[config.mk]
export PLATFORM = sky130hd
export DESIGN_NAME = sram_test_status
export DESIGN_NICKNAME = d
export VERILOG_FILES = /design/src/rtl/sram_test_status_pkg.sv /design/src/rtl/sram_test_status_led_pager.sv /design/src/rtl/sram_test_status.sv
export VERILOG_INCLUDE_DIRS = /design/src /design/src/rtl
export SDC_FILE = /design/constraint.sdc
export NUM_CORES = 1
export LEC_CHECK = 0
export ABC_AREA = 1
export CAP_MARGIN = 5
export CORE_MARGIN = 2
export CORE_UTILIZATION = 35
export DETAILED_ROUTE_END_ITERATION = 8
export PLACE_DENSITY = 0.64
export SYNTH_ARGS = -nofsm -noshare
export SYNTH_HDL_FRONTEND = slang
export SYNTH_SLANG_ARGS = --single-unit
[constraint.sdc]
create_clock -name clk -period 6.7 [get_ports clk]
set_input_delay 0.67 -clock clk [delete_from_list [all_inputs] [get_ports clk]]
set_output_delay 0.67 -clock clk [all_outputs]
set_load 0.005 [all_outputs]
[src/rtl/sram_test_status_defs.v]
// Shared status-state encodings and the TIMEOUT LED pattern for sram_test_status.
`ifndef SRAM_TEST_STATUS_DEFS_V
`define SRAM_TEST_STATUS_DEFS_V
localparam logic [1:0] STATUS_RUN     = 2'b00;
localparam logic [1:0] STATUS_FAILED  = 2'b01;
localparam logic [1:0] STATUS_TIMEOUT = 2'b10;
localparam logic [7:0] TIMEOUT_LED    = 8'hA5;
`endif

[src/rtl/sram_test_status_pkg.sv]
// Types and helpers shared by sram_test_status and its LED pager.
package sram_test_status_pkg;
  `include "sram_test_status_defs.v"

  typedef enum logic [1:0] {
    ST_RUN     = STATUS_RUN,
    ST_FAILED  = STATUS_FAILED,
    ST_TIMEOUT = STATUS_TIMEOUT
  } status_state_e;

  // Counter width for a modulus n, never narrower than one bit.
  function automatic int clog2_min1(input int n);
    return (n > 1) ? $clog2(n) : 1;
  endfunction
endpackage

[src/rtl/sram_test_status_led_pager.sv]
// Steps a page index every PAGE_CYCLES clocks while enabled; held at page 0 otherwise.
module led_pager
  import sram_test_status_pkg::*;
#(
  parameter int PAGES       = 4,
  parameter int PAGE_CYCLES = 50000000,
  parameter int PAGE_W      = clog2_min1(PAGES)
) (
  input  logic              clk,
  input  logic              reset,
  input  logic              enable,
  output logic [PAGE_W-1:0] page,
  output logic              page_tick
);

  localparam int DWELL_W = clog2_min1(PAGE_CYCLES);

  logic [DWELL_W-1:0] dwell;

  assign page_tick = enable && (dwell == DWELL_W'(PAGE_CYCLES - 1));

  always_ff @(posedge clk or posedge reset) begin
    if (reset) begin
      dwell <= '0;
      page  <= '0;
    end else if (!enable) begin
      dwell <= '0;
      page  <= '0;
    end else if (page_tick) begin
      dwell <= '0;
      page  <= (page == PAGE_W'(PAGES - 1)) ? '0 : page + 1'b1;
    end else begin
      dwell <= dwell + 1'b1;
    end
  end

endmodule

[src/rtl/sram_test_status.sv]
// Pass counter, first-failure snapshot and LED status view for the SRAM tester.
// Optional watchdog enabled by defining SRAM_TEST_STATUS_TIMEOUT_EN.
module sram_test_status
  import sram_test_status_pkg::*;
#(
  parameter int DATA_BITS        = 16,
  parameter int ITER_BITS        = 16,
  parameter int HEARTBEAT_CYCLES = 25000000,
  parameter int PAGE_CYCLES      = 50000000,
  parameter int TIMEOUT_CYCLES   = 100000000
) (
  input  logic                 clk,
  input  logic                 reset,
  input  logic                 test_done,
  input  logic                 test_pass,
  input  logic [2:0]           pattern_state,
  input  logic [DATA_BITS-1:0] prev_read_data,
  input  logic [DATA_BITS-1:0] prev_expected_data,
  output logic [ITER_BITS-1:0] iter_count,
  output logic                 fail,
  output logic [DATA_BITS-1:0] fail_read_data,
  output logic [DATA_BITS-1:0] fail_expected_data,
  output logic [2:0]           fail_pattern_state,
  output logic [ITER_BITS-1:0] fail_iter,
  output logic [1:0]           status_state,
  output logic                 heartbeat,
  output logic [7:0]           led,
  output logic [1:0]           led_page
);

  localparam int NPAGES = 2 * (DATA_BITS / 8);
  localparam int PAGE_W = clog2_min1(NPAGES);
  localparam int HB_W   = clog2_min1(HEARTBEAT_CYCLES);

  status_state_e        state;
  logic [DATA_BITS-1:0] read_d;
  logic [DATA_BITS-1:0] expected_d;
  logic [2:0]           pattern_d;
  logic                 test_pass_d;
  logic                 fail_edge;
  logic                 wd_expire;
  logic [HB_W-1:0]      hb_cnt;
  logic [PAGE_W-1:0]    page;
  logic [PAGE_W-1:0]    byte_sel;
  logic                 unused_page_tick;
  logic [6:0]           iter_low;
  logic [2*DATA_BITS-1:0] dump;

  assign status_state = state;

  // Debug words have already advanced when test_pass falls; capture from the delayed copies.
  always_ff @(posedge clk or posedge reset) begin
    if (reset) begin
      read_d      <= '0;
      expected_d  <= '0;
      pattern_d   <= '0;
      test_pass_d <= 1'b0;
    end else begin
      read_d      <= prev_read_data;
      expected_d  <= prev_expected_data;
      pattern_d   <= pattern_state;
      test_pass_d <= test_pass;
    end
  end

  assign fail_edge = test_pass_d & ~test_pass;

`ifdef SRAM_TEST_STATUS_TIMEOUT_EN
  localparam int WD_W = clog2_min1(TIMEOUT_CYCLES);

  logic [WD_W-1:0] wd_cnt;

  always_ff @(posedge clk or posedge reset) begin
    if (reset) begin
      wd_cnt <= '0;
    end else if (state != ST_RUN || test_done) begin
      wd_cnt <= '0;
    end else if (wd_cnt != WD_W'(TIMEOUT_CYCLES - 1)) begin
      wd_cnt <= wd_cnt + 1'b1;
    end
  end

  assign wd_expire = (state == ST_RUN) && !test_done
                     && (wd_cnt == WD_W'(TIMEOUT_CYCLES - 1));
`else
  logic [31:0] unused_timeout;
  assign unused_timeout = 32'(TIMEOUT_CYCLES);
  assign wd_expire      = 1'b0;
`endif

  always_ff @(posedge clk or posedge reset) begin
    if (reset) begin
      state              <= ST_RUN;
      iter_count         <= '0;
      fail               <= 1'b0;
      fail_read_data     <= '0;
      fail_expected_data <= '0;
      fail_pattern_state <= '0;
      fail_iter          <= '0;
    end else begin
      case (state)
        ST_RUN: begin
          if (fail_edge) begin
            state              <= ST_FAILED;
            fail               <= 1'b1;
            fail_read_data     <= read_d;
            fail_expected_data <= expected_d;
            fail_pattern_state <= pattern_d;
            fail_iter          <= iter_count;
          end else if (wd_expire) begin
            state <= ST_TIMEOUT;
            fail  <= 1'b1;
          end else if (test_done && !(&iter_count)) begin
            iter_count <= iter_count + 1'b1;
          end
        end
        ST_FAILED, ST_TIMEOUT: begin
          state <= state;
        end
        default: begin
          state <= ST_RUN;
        end
      endcase
    end
  end

  always_ff @(posedge clk or posedge reset) begin
    if (reset) begin
      hb_cnt    <= '0;
      heartbeat <= 1'b0;
    end else if (state != ST_RUN) begin
      heartbeat <= 1'b1;
    end else if (hb_cnt == '0) begin
      hb_cnt    <= HB_W'(HEARTBEAT_CYCLES - 1);
      heartbeat <= ~heartbeat;
    end else begin
      hb_cnt <= hb_cnt - 1'b1;
    end
  end

  led_pager #(
    .PAGES       (NPAGES),
    .PAGE_CYCLES (PAGE_CYCLES),
    .PAGE_W      (PAGE_W)
  ) u_led_pager (
    .clk       (clk),
    .reset     (reset),
    .enable    (state == ST_FAILED),
    .page      (page),
    .page_tick (unused_page_tick)
  );

  generate
    if (ITER_BITS >= 7) begin : g_iter_wide
      assign iter_low = iter_count[6:0];
    end else begin : g_iter_narrow
      assign iter_low = {{(7 - ITER_BITS){1'b0}}, iter_count};
    end
  endgenerate

  // Page 0 is the most significant read byte; expected bytes follow the read bytes.
  assign dump     = {fail_read_data, fail_expected_data};
  assign byte_sel = PAGE_W'(NPAGES - 1) - page;

  always_comb begin
    led      = {heartbeat, iter_low};
    led_page = 2'b00;
    case (state)
      ST_FAILED: begin
        led      = dump[{byte_sel, 3'b000} +: 8];
        led_page = 2'(page);
      end
      ST_TIMEOUT: begin
        led = TIMEOUT_LED;
      end
      default: begin
        led      = {heartbeat, iter_low};
        led_page = 2'b00;
      end
    endcase
  end

endmodule

# Word level (Yosys, flattened, before mapping)
# Index checks and enable logic that the tools add are counted.
word_totals:
  elab_cells: 56
  in_bits: 39
  out_inout_bits: 81
  register_bits: 160
op_classes:
  addsub: 5
  reduce_logical: 12
  eq_ne: 6
  bitwise_logic: 5
  n_shift: 1
  n_mux: 12
op_table:
  columns: ["operator", "count"]
  rows:
  - ["$mux W26", 2]
  - ["$shiftx A32 B6 Y8", 1]
  - ["$add A26 B1 Y26 const B", 1]
  - ["$eq A26 B26 Y1 const B", 1]
  - ["$logic_not A25 Y1", 1]
  - ["$mux W25", 1]
  - ["$sub A25 B1 Y25 const B", 1]
  - ["$add A16 B1 Y16 const B", 1]
  - ["$pmux W8 S2", 1]
  - ["$reduce_and A16 Y1", 1]
  - ["$mux W2", 5]
  - ["$eq A2 B2 Y1 const B", 2]
  - ["$ne A2 B2 Y1 const B", 2]
  - ["$not A1 Y1", 4]
  - ["$pmux W2 S2", 1]
  - ["$reduce_and A2 Y1", 2]
  - ["$reduce_bool A2 Y1", 2]
  - ["$reduce_and A3 Y1", 1]
  - ["$add A2 B1 Y2 const B", 1]
  - ["$eq A2 B1 Y1 const B", 1]
  - ["$logic_and A1 B1 Y1", 2]
  - ["$logic_not A2 Y1", 1]
  - ["$mux W1", 2]
  - ["$reduce_or A2 Y1", 1]
  - ["3 further kinds", 3]

# Longest topological paths before layout
# Gate-level depths: netlist of run 1.
depth:
  ltp_word: 4
  mapped_depth: 10
  depth_no_buf: 10

# Hierarchy
# From an unflattened synthesis of run 1, not the netlist that was laid out.
hier_totals:
  cells_unflattened: 889
  area_unflattened_um2: 7429.6
by_module_without_submodules:
  columns: ["module", "instances", "cells_each", "area_each_um2", "seq_area_each_um2"]
  rows:
  - ["sram_test_status", 1, 658, 5664.2, 3278.1]
  - ["led_pager", 1, 231, 1765.4, 700.7]

# Worst setup path before layout of run 1
# Ideal clock, no wire load.
synth_timing:
  kind: "flip-flop to output port"
  from: "reg u_led_pager.page[1]"
  to: "out led[0]"
  n_path_buf: 2
  required_ns: 6.030
  arrival_time_ns: 1.186
  slack_ns: 4.844
  stages_incl_launch_ff: 5
  path_cell_list: "dfrtp_1 > clkbuf_1 > clkbuf_1 > o211ai_1 > a31oi_1"
synth_between:
  elab_chain_len: 3
synth_rtl:
  columns: ["item", "line", "rtl"]
  rows:
  - ["start: declaration", "sram_test_status_led_pager.sv:12", "output logic [PAGE_W-1:0] page,"]
  - ["start signal: assignment", "sram_test_status_led_pager.sv:31", "page <= (page == PAGE_W'(PAGES - 1)) ? '0 : page + 1'b1;"]
  - ["$sub A2 B2 Y2", "sram_test_status.sv:163", "assign byte_sel = PAGE_W'(NPAGES - 1) - page;"]
  - ["$shiftx A32 B6 Y8", "sram_test_status.sv:170", "led = dump[{byte_sel, 3'b000} +: 8];"]
  - ["$pmux W8 S2", "sram_test_status.sv:168", "case (state)"]
  - ["end: declaration", "sram_test_status.sv:27", "output logic [7:0] led,"]
# Every way passes these cells.

# Worst setup path in the final report of run 1
layout_timing:
  from: "reg u_led_pager.page[0]"
  to: "out led[5]"
# Same word-level chain as after synthesis.

==> results.toml, run 1 <==
[detailed_routing]
dr.pass1.iters = 5
ant_nets = 0
routed_via_density = 4.60
detail_route.wl_per_cell_um = 13.7
wirelength_um = 17700
vias = 5949
drt_first_iter_violations = 511
drc_errors = 0

[synthesis]
synth_edf_count = 0
synth_ff_type = "dfrtp_1"
synthCells = 899
synth_top_area_share_pct = 54.8
synth_seq_cells = 159
yosys-top-cells-area = "dfrtp_1 55%, nand2_1 16%, nor2_1 6.8%"
yosysWarningCount = 0
async_flop_share_pct = 100
synth_area_leader_cell = "dfrtp_1"
avgSynthCellArea_um2 = 8.07
syn_area_um2 = 7260
ys_seq_area_share_pct = 54.8
synth_nets = 942
netlist-cell-type-count = 32

[global_routing]
gr-total-overflow = 0
track_usage_pct = 16.9
grt_max_degree = 89
grt_antenna_before_repair = 0
grt_pass1_wl_um = 29300
grt_pass1_vias = 5662

[clock_tree]
h-tree-depth = 4
cts_sinks = 159
clkTransAtPathRegs_ns = 0.07
clock_path_buffers = 2
cts_tree = "built"
holdBufCountCts = 0
clock_latency_ns = 0.43
post_cts_resized = 0
cts-root-buf = "clkbuf_16"
post-cts-setup-buffers = 0
cts_buffers = 17

[layout]
nNetsFinal = 1054
fill_cells = 1999
drive_gt1_share_pct = 4.59
area_growth_pct = 27.8
layout_commonest_cell = "nand2_1"
antenna_cells = 0
fin_util_pct = 45.7
layout_common_cells = "302 x nand2_1, 159 x dfrtp_1, 130 x nor2_1"

[critical_path]
crit_chain = "o211ai_1 -> a31oi_1 -> clkdlybuf4s50_1"
cp.required_ns = 6.03
critPathArrivalTime_ns = 2.51
slowest_stage = "dfrtp_1"
crit_fanout = 36
crit_type = "reg2out"
cp-end-kind = "primary output"
critPathLaunchType = "flip-flop"
slowest_delay_ns = 1.02

[floorplanning]
initial_utilization_pct = 35.7
fp.dieW_um = 148
core_um2 = 20300
ios = 120
num_rows = 52
die_y_um = 148
die-area_um2 = 21900

[status]
status = "completed"

[power_and_ir_drop]
power_density_nw_per_um2 = 212
ir_worst_vdd_mv = 0.172
total_power_w = 0.00197
p_leak_nw = 4.46

[sta]
worst_pin_slew_ns = 1.02
max_freq_mhz = 314
period_minus_slack_ns = 3.18
slew_headroom_pct = 31.9
finalCritPeriodShare_pct = 47.5
hold_ws_ns = 0.439
fin_worst_skew_ns = 0.00792
finalMaxSlewViolations = 0
hold_viol = 0
finalSetupViolCount = 0
worst_slack_ns = 3.52
tns_ns = 0
rsz0062_at_grt = "false"

[placement]
gp_congestion = 0.848
pre_cts_ws_ns = 3.82
io_buffers = 118
dpl.hpwl_um = 12600

[flow_run]
max_cap_violations = 0

[min_path]
hp-class = "reg2reg"
## worst max-delay path, delay by kind of cell (launching register included)
| family | cells | cell delay (ns) |
|---|---|---|
| DFF | 1 | 1.02 |
| buffers and inverters | 1 | 0.55 |
| AOI/OAI and AO/OA | 2 | 0.52 |
## power by group
part           switching [W]  internal [W]
combinational      0.0000219     0.0000197
clock               0.000451      0.000501
sequential        0.00000275      0.000970
total               0.000476       0.00149
## worst paths after layout
path                       slack [ns]                            start                                 to  depth (start not counted)
setup / recovery                 3.52  u_led_pager.page[0]$_DFFE_PP0P_                             led[5]                          3
hold / removal                   0.44           pattern_d[0]$_DFF_PP0_  fail_pattern_state[0]$_DFFE_PP0P_                          2
setup reg to reg                 4.51      status_state[0]$_DFFE_PP0P_           fail_iter[3]$_DFFE_PP0P_                          7
hold reg to reg                  0.44           pattern_d[0]$_DFF_PP0_  fail_pattern_state[0]$_DFFE_PP0P_                          2
max in group asynchronous        4.53                            reset      fail_read_data[7]$_DFFE_PP0P_                          3
min in group asynchronous        0.79                            reset     u_led_pager.dwell[0]$_DFF_PP0_                          2
## Yosys cell counts (all sizes together), types with 2 or more instances
cell    number
ha           4
xor2        24
dfrtp      159
and2         3
nand3       42
o211ai       8
clkbuf      19
a21oi       14
o21ai       45
a31oi        8
inv         87
buf         10
nand4       14
xnor2        7
nor2       133
nor3b        2
nand2      304
nor3        11
## kinds of logic after synthesis
kind of cell             count (synthesis)  synth area share, %
AO/OA/AOI/OAI                           76                 5.85
XOR/XNOR                                31                 3.74
adder cells (fa/ha/maj)                  4                0.690
buffers and inverters                  117                 6.36
flip-flops                             159                 54.8
other                                    1               0.0517
AND/OR/NAND/NOR                        511                 28.5
## registers in the layout, indices dropped and copies added, names as in the netlist
register and count:
u_led_pager.dwell 26, test_pass_d 1, heartbeat 1, fail_expected_data 16, u_led_pager.page 2, fail_iter 16, iter_count 16, fail_pattern_state 3
fail_read_data 16, fail 1, expected_d 16, pattern_d 3, status_state 1, read_d 16, hb_cnt 25
## stage by stage
step | cells | instance area [um2]
6_report | 1294 | 9270
2_1_floorplan | 899 | 7260
3_3_place_gp | 1262 | 8690
4_1_cts | 1294 | 9270
5_1_grt | 1294 | 9270
3_5_place_dp | 1262 | 8690
## metal layers
metal | track usage, % | share of wire [%]
met2 | 25.2 | 45
met1 | 23.7 | 48
met3 | 5.31 | 5.6
met5 | 0 | 0
met4 | 5.19 | 1.8
## final cells by class
| type | instances | area, um2 | area share (%) |
|---|---|---|---|
| multi-input cells | 623 | 2820 | 30.5 |
| inverters | 88 | 335 | 3.62 |
| flip-flops and latches | 159 | 3980 | 42.9 |
| well taps | 270 | 338 | 3.64 |
| clock buffers | 17 | 425 | 4.59 |
| repair buffers | 122 | 1210 | 13.1 |
| clock inverters | 15 | 159 | 1.71 |
Note: power is estimated with default switching activity, not from simulation.
==> run 2: changes to the inputs <==
==> constraint.sdc (replaced) <==
create_clock -name clk -period 3.3 [get_ports clk]
set_input_delay 0.33 -clock clk [delete_from_list [all_inputs] [get_ports clk]]
set_output_delay 0.33 -clock clk [all_outputs]
set_load 0.005 [all_outputs]
==> run 2 against run 1 <==
Net effect: cell area increased by 0.55%; via count about the same; power increased by 110%; critical endpoint is now led[7]; largest cell class unchanged.
==> results.toml, run 2 (synthesis results as in run 1) <==
[status]
status = "completed"

[detailed_routing]
drt_first_iter_violations = 390
vias = 5952
drc_errors = 0
wirelength_um = 18100
routed_via_density = 4.60
dr.pass1.iters = 4
detail_route.wl_per_cell_um = 13.9
ant_nets = 0

[layout]
largestRegisters = "u_led_pager.dwell: 26 flops, hb_cnt: 25 flops"
nNetsFinal = 1055
antenna_cells = 0
finish.instance_area_um2 = 9320
area_growth_pct = 28.5
layout_commonest_cell = "nand2_1"
layout_common_cells = "302 x nand2_1, 159 x dfrtp_1, 130 x nor2_1"
drive_gt1_share_pct = 4.59
stdcell_count = 1295
largest_register_ff_count = 26
top_register = "u_led_pager.dwell"

[critical_path]
crit_family = "flip-flops"
cp_num_buf_inv = 1
reg2reg_slack_ns = 1.19
r2r_end = "hb_cnt[8]$_DFFE_PP0N_"
cp-end-kind = "primary output"
timing.rr.start = "hb_cnt[0]$_DFFE_PP0N_"
slowest_delay_ns = 1.01
path_depth = 3
crit_chain = "o21ai_0 -> a31oi_1 -> clkdlybuf4s50_1"
crit_type = "reg2out"
slowest_stage = "dfrtp_1"
crit_fanout = 36
cp.required_ns = 2.97
rr_worst_depth = 9
critPathLaunchType = "flip-flop"
critPathArrivalTime_ns = 2.44

[global_routing]
grt_antenna_before_repair = 0
grt_pass1_vias = 5611
grt_pass1_wl_um = 29200
track_usage_pct = 16.8
grt_max_degree = 160
gr-total-overflow = 0

[min_path]
hp-class = "in2reg"
hold_depth = 1
holdCritStartpoint = "prev_expected_data[14]"
worst_hold_path.endpoint = "expected_d[14]$_DFF_PP0_"

[placement]
gp_congestion = 0.827
io_buffers = 118
dpl.cell_count = 1263
dpl_cell_area_um2 = 8720
dpl.hpwl_um = 12600

[floorplanning]
die_y_um = 148
initial_utilization_pct = 35.7
fp.dieW_um = 148
core_um2 = 20300
die-area_um2 = 21900
ios = 120
num_rows = 52

[power_and_ir_drop]
total_power_w = 0.00408
power_frac_seq_pct = 48.4
switching_share_pct = 21.0
p_int_w = 0.00323
power.switching_w = 0.000857
ir_worst_vdd_mv = 0.360
power_density_nw_per_um2 = 438
pwr-share-clk_pct = 49.5
p_leak_nw = 4.48
p_comb_share_pct = 2.1

[sta]
tns_ns = 0
hold_viol = 0
slew_headroom_pct = 31.9
finalSetupViolCount = 0
fin_worst_skew_ns = 0.00580
max_freq_mhz = 360
rsz0062_at_grt = "false"
worst_pin_slew_ns = 1.02
finalCritPeriodShare_pct = 84.1
period_minus_slack_ns = 2.77
finalMaxSlewViolations = 0

[clock_tree]
post-cts-setup-buffers = 0
h-tree-depth = 4
clock_latency_ns = 0.42
clock_path_buffers = 2
cts-root-buf = "clkbuf_16"
holdBufCountCts = 0
cts_buffers = 17
cts_tree = "built"
post_cts_resized = 0
clkTransAtPathRegs_ns = 0.06
cts_sinks = 159

[flow_run]
max_cap_violations = 0
[run 2: cell count changes in the layout (fill, tap and decap cells not counted), moves of 3 or more]
cell and delta:
inv_8 -6, bufinv_16 +3, clkinv_2 +3, clkinvlp_4 +3, inv_6 -3
[run 2: per-layer routing]
metal  track usage, %  vias up  wire [um]
met3             5.49       13       1140
met5                0        -          0
met1             22.0     2796       8160
met4             4.24        0        182
met2             27.2      121       8560
li1                 -     3022          -
[run 2: final cells by class]
type / count / area, um2
Timing Repair Buffer: 123 / 1240
Fill cell: 2018 / 11000
Multi-Input combinational cell: 623 / 2820
Clock inverter: 13 / 161
Inverter: 88 / 334
Sequential cell: 159 / 3980
Clock buffer: 19 / 443
Tap cell: 270 / 338
[run 2: power groups by stage]
stage          clock network, W  logic [W]  registers (W)
2_1_floorplan                 0  0.0000304        0.00201
3_3_place_gp                  0  0.0000904        0.00201
3_5_place_dp                  0  0.0000905        0.00201
4_1_cts                 0.00206  0.0000902        0.00198
5_1_grt                 0.00214  0.0000980        0.00198
6_report                0.00202  0.0000859        0.00198
[run 2: how the worst max path moves through the flow]
stage	end	slack, ns	from
6_report	led[7]	0.53	u_led_pager.page[0]$_DFFE_PP0P_
5_1_grt	led[7]	0.29	u_led_pager.page[0]$_DFFE_PP0P_
4_1_cts	led[7]	0.52	u_led_pager.page[0]$_DFFE_PP0P_
3_5_place_dp	led[7]	0.99	u_led_pager.page[0]$_DFFE_PP0P_
3_3_place_gp	led[7]	1.06	u_led_pager.page[0]$_DFFE_PP0P_
2_1_floorplan	expected_d[0]$_DFF_PP0_	0.96	reset
[run 2: through the flow]
step	worst slack [ns]	hold slack (ns)	utilization, %
final	0.526	0.345	45.9
after CTS	0.524	0.326	45.9
after floorplan	0.955	0.361	-
after global placement	1.06	0.421	42.9
after detailed placement	0.994	0.426	42.9
after global routing	0.295	0.326	45.9
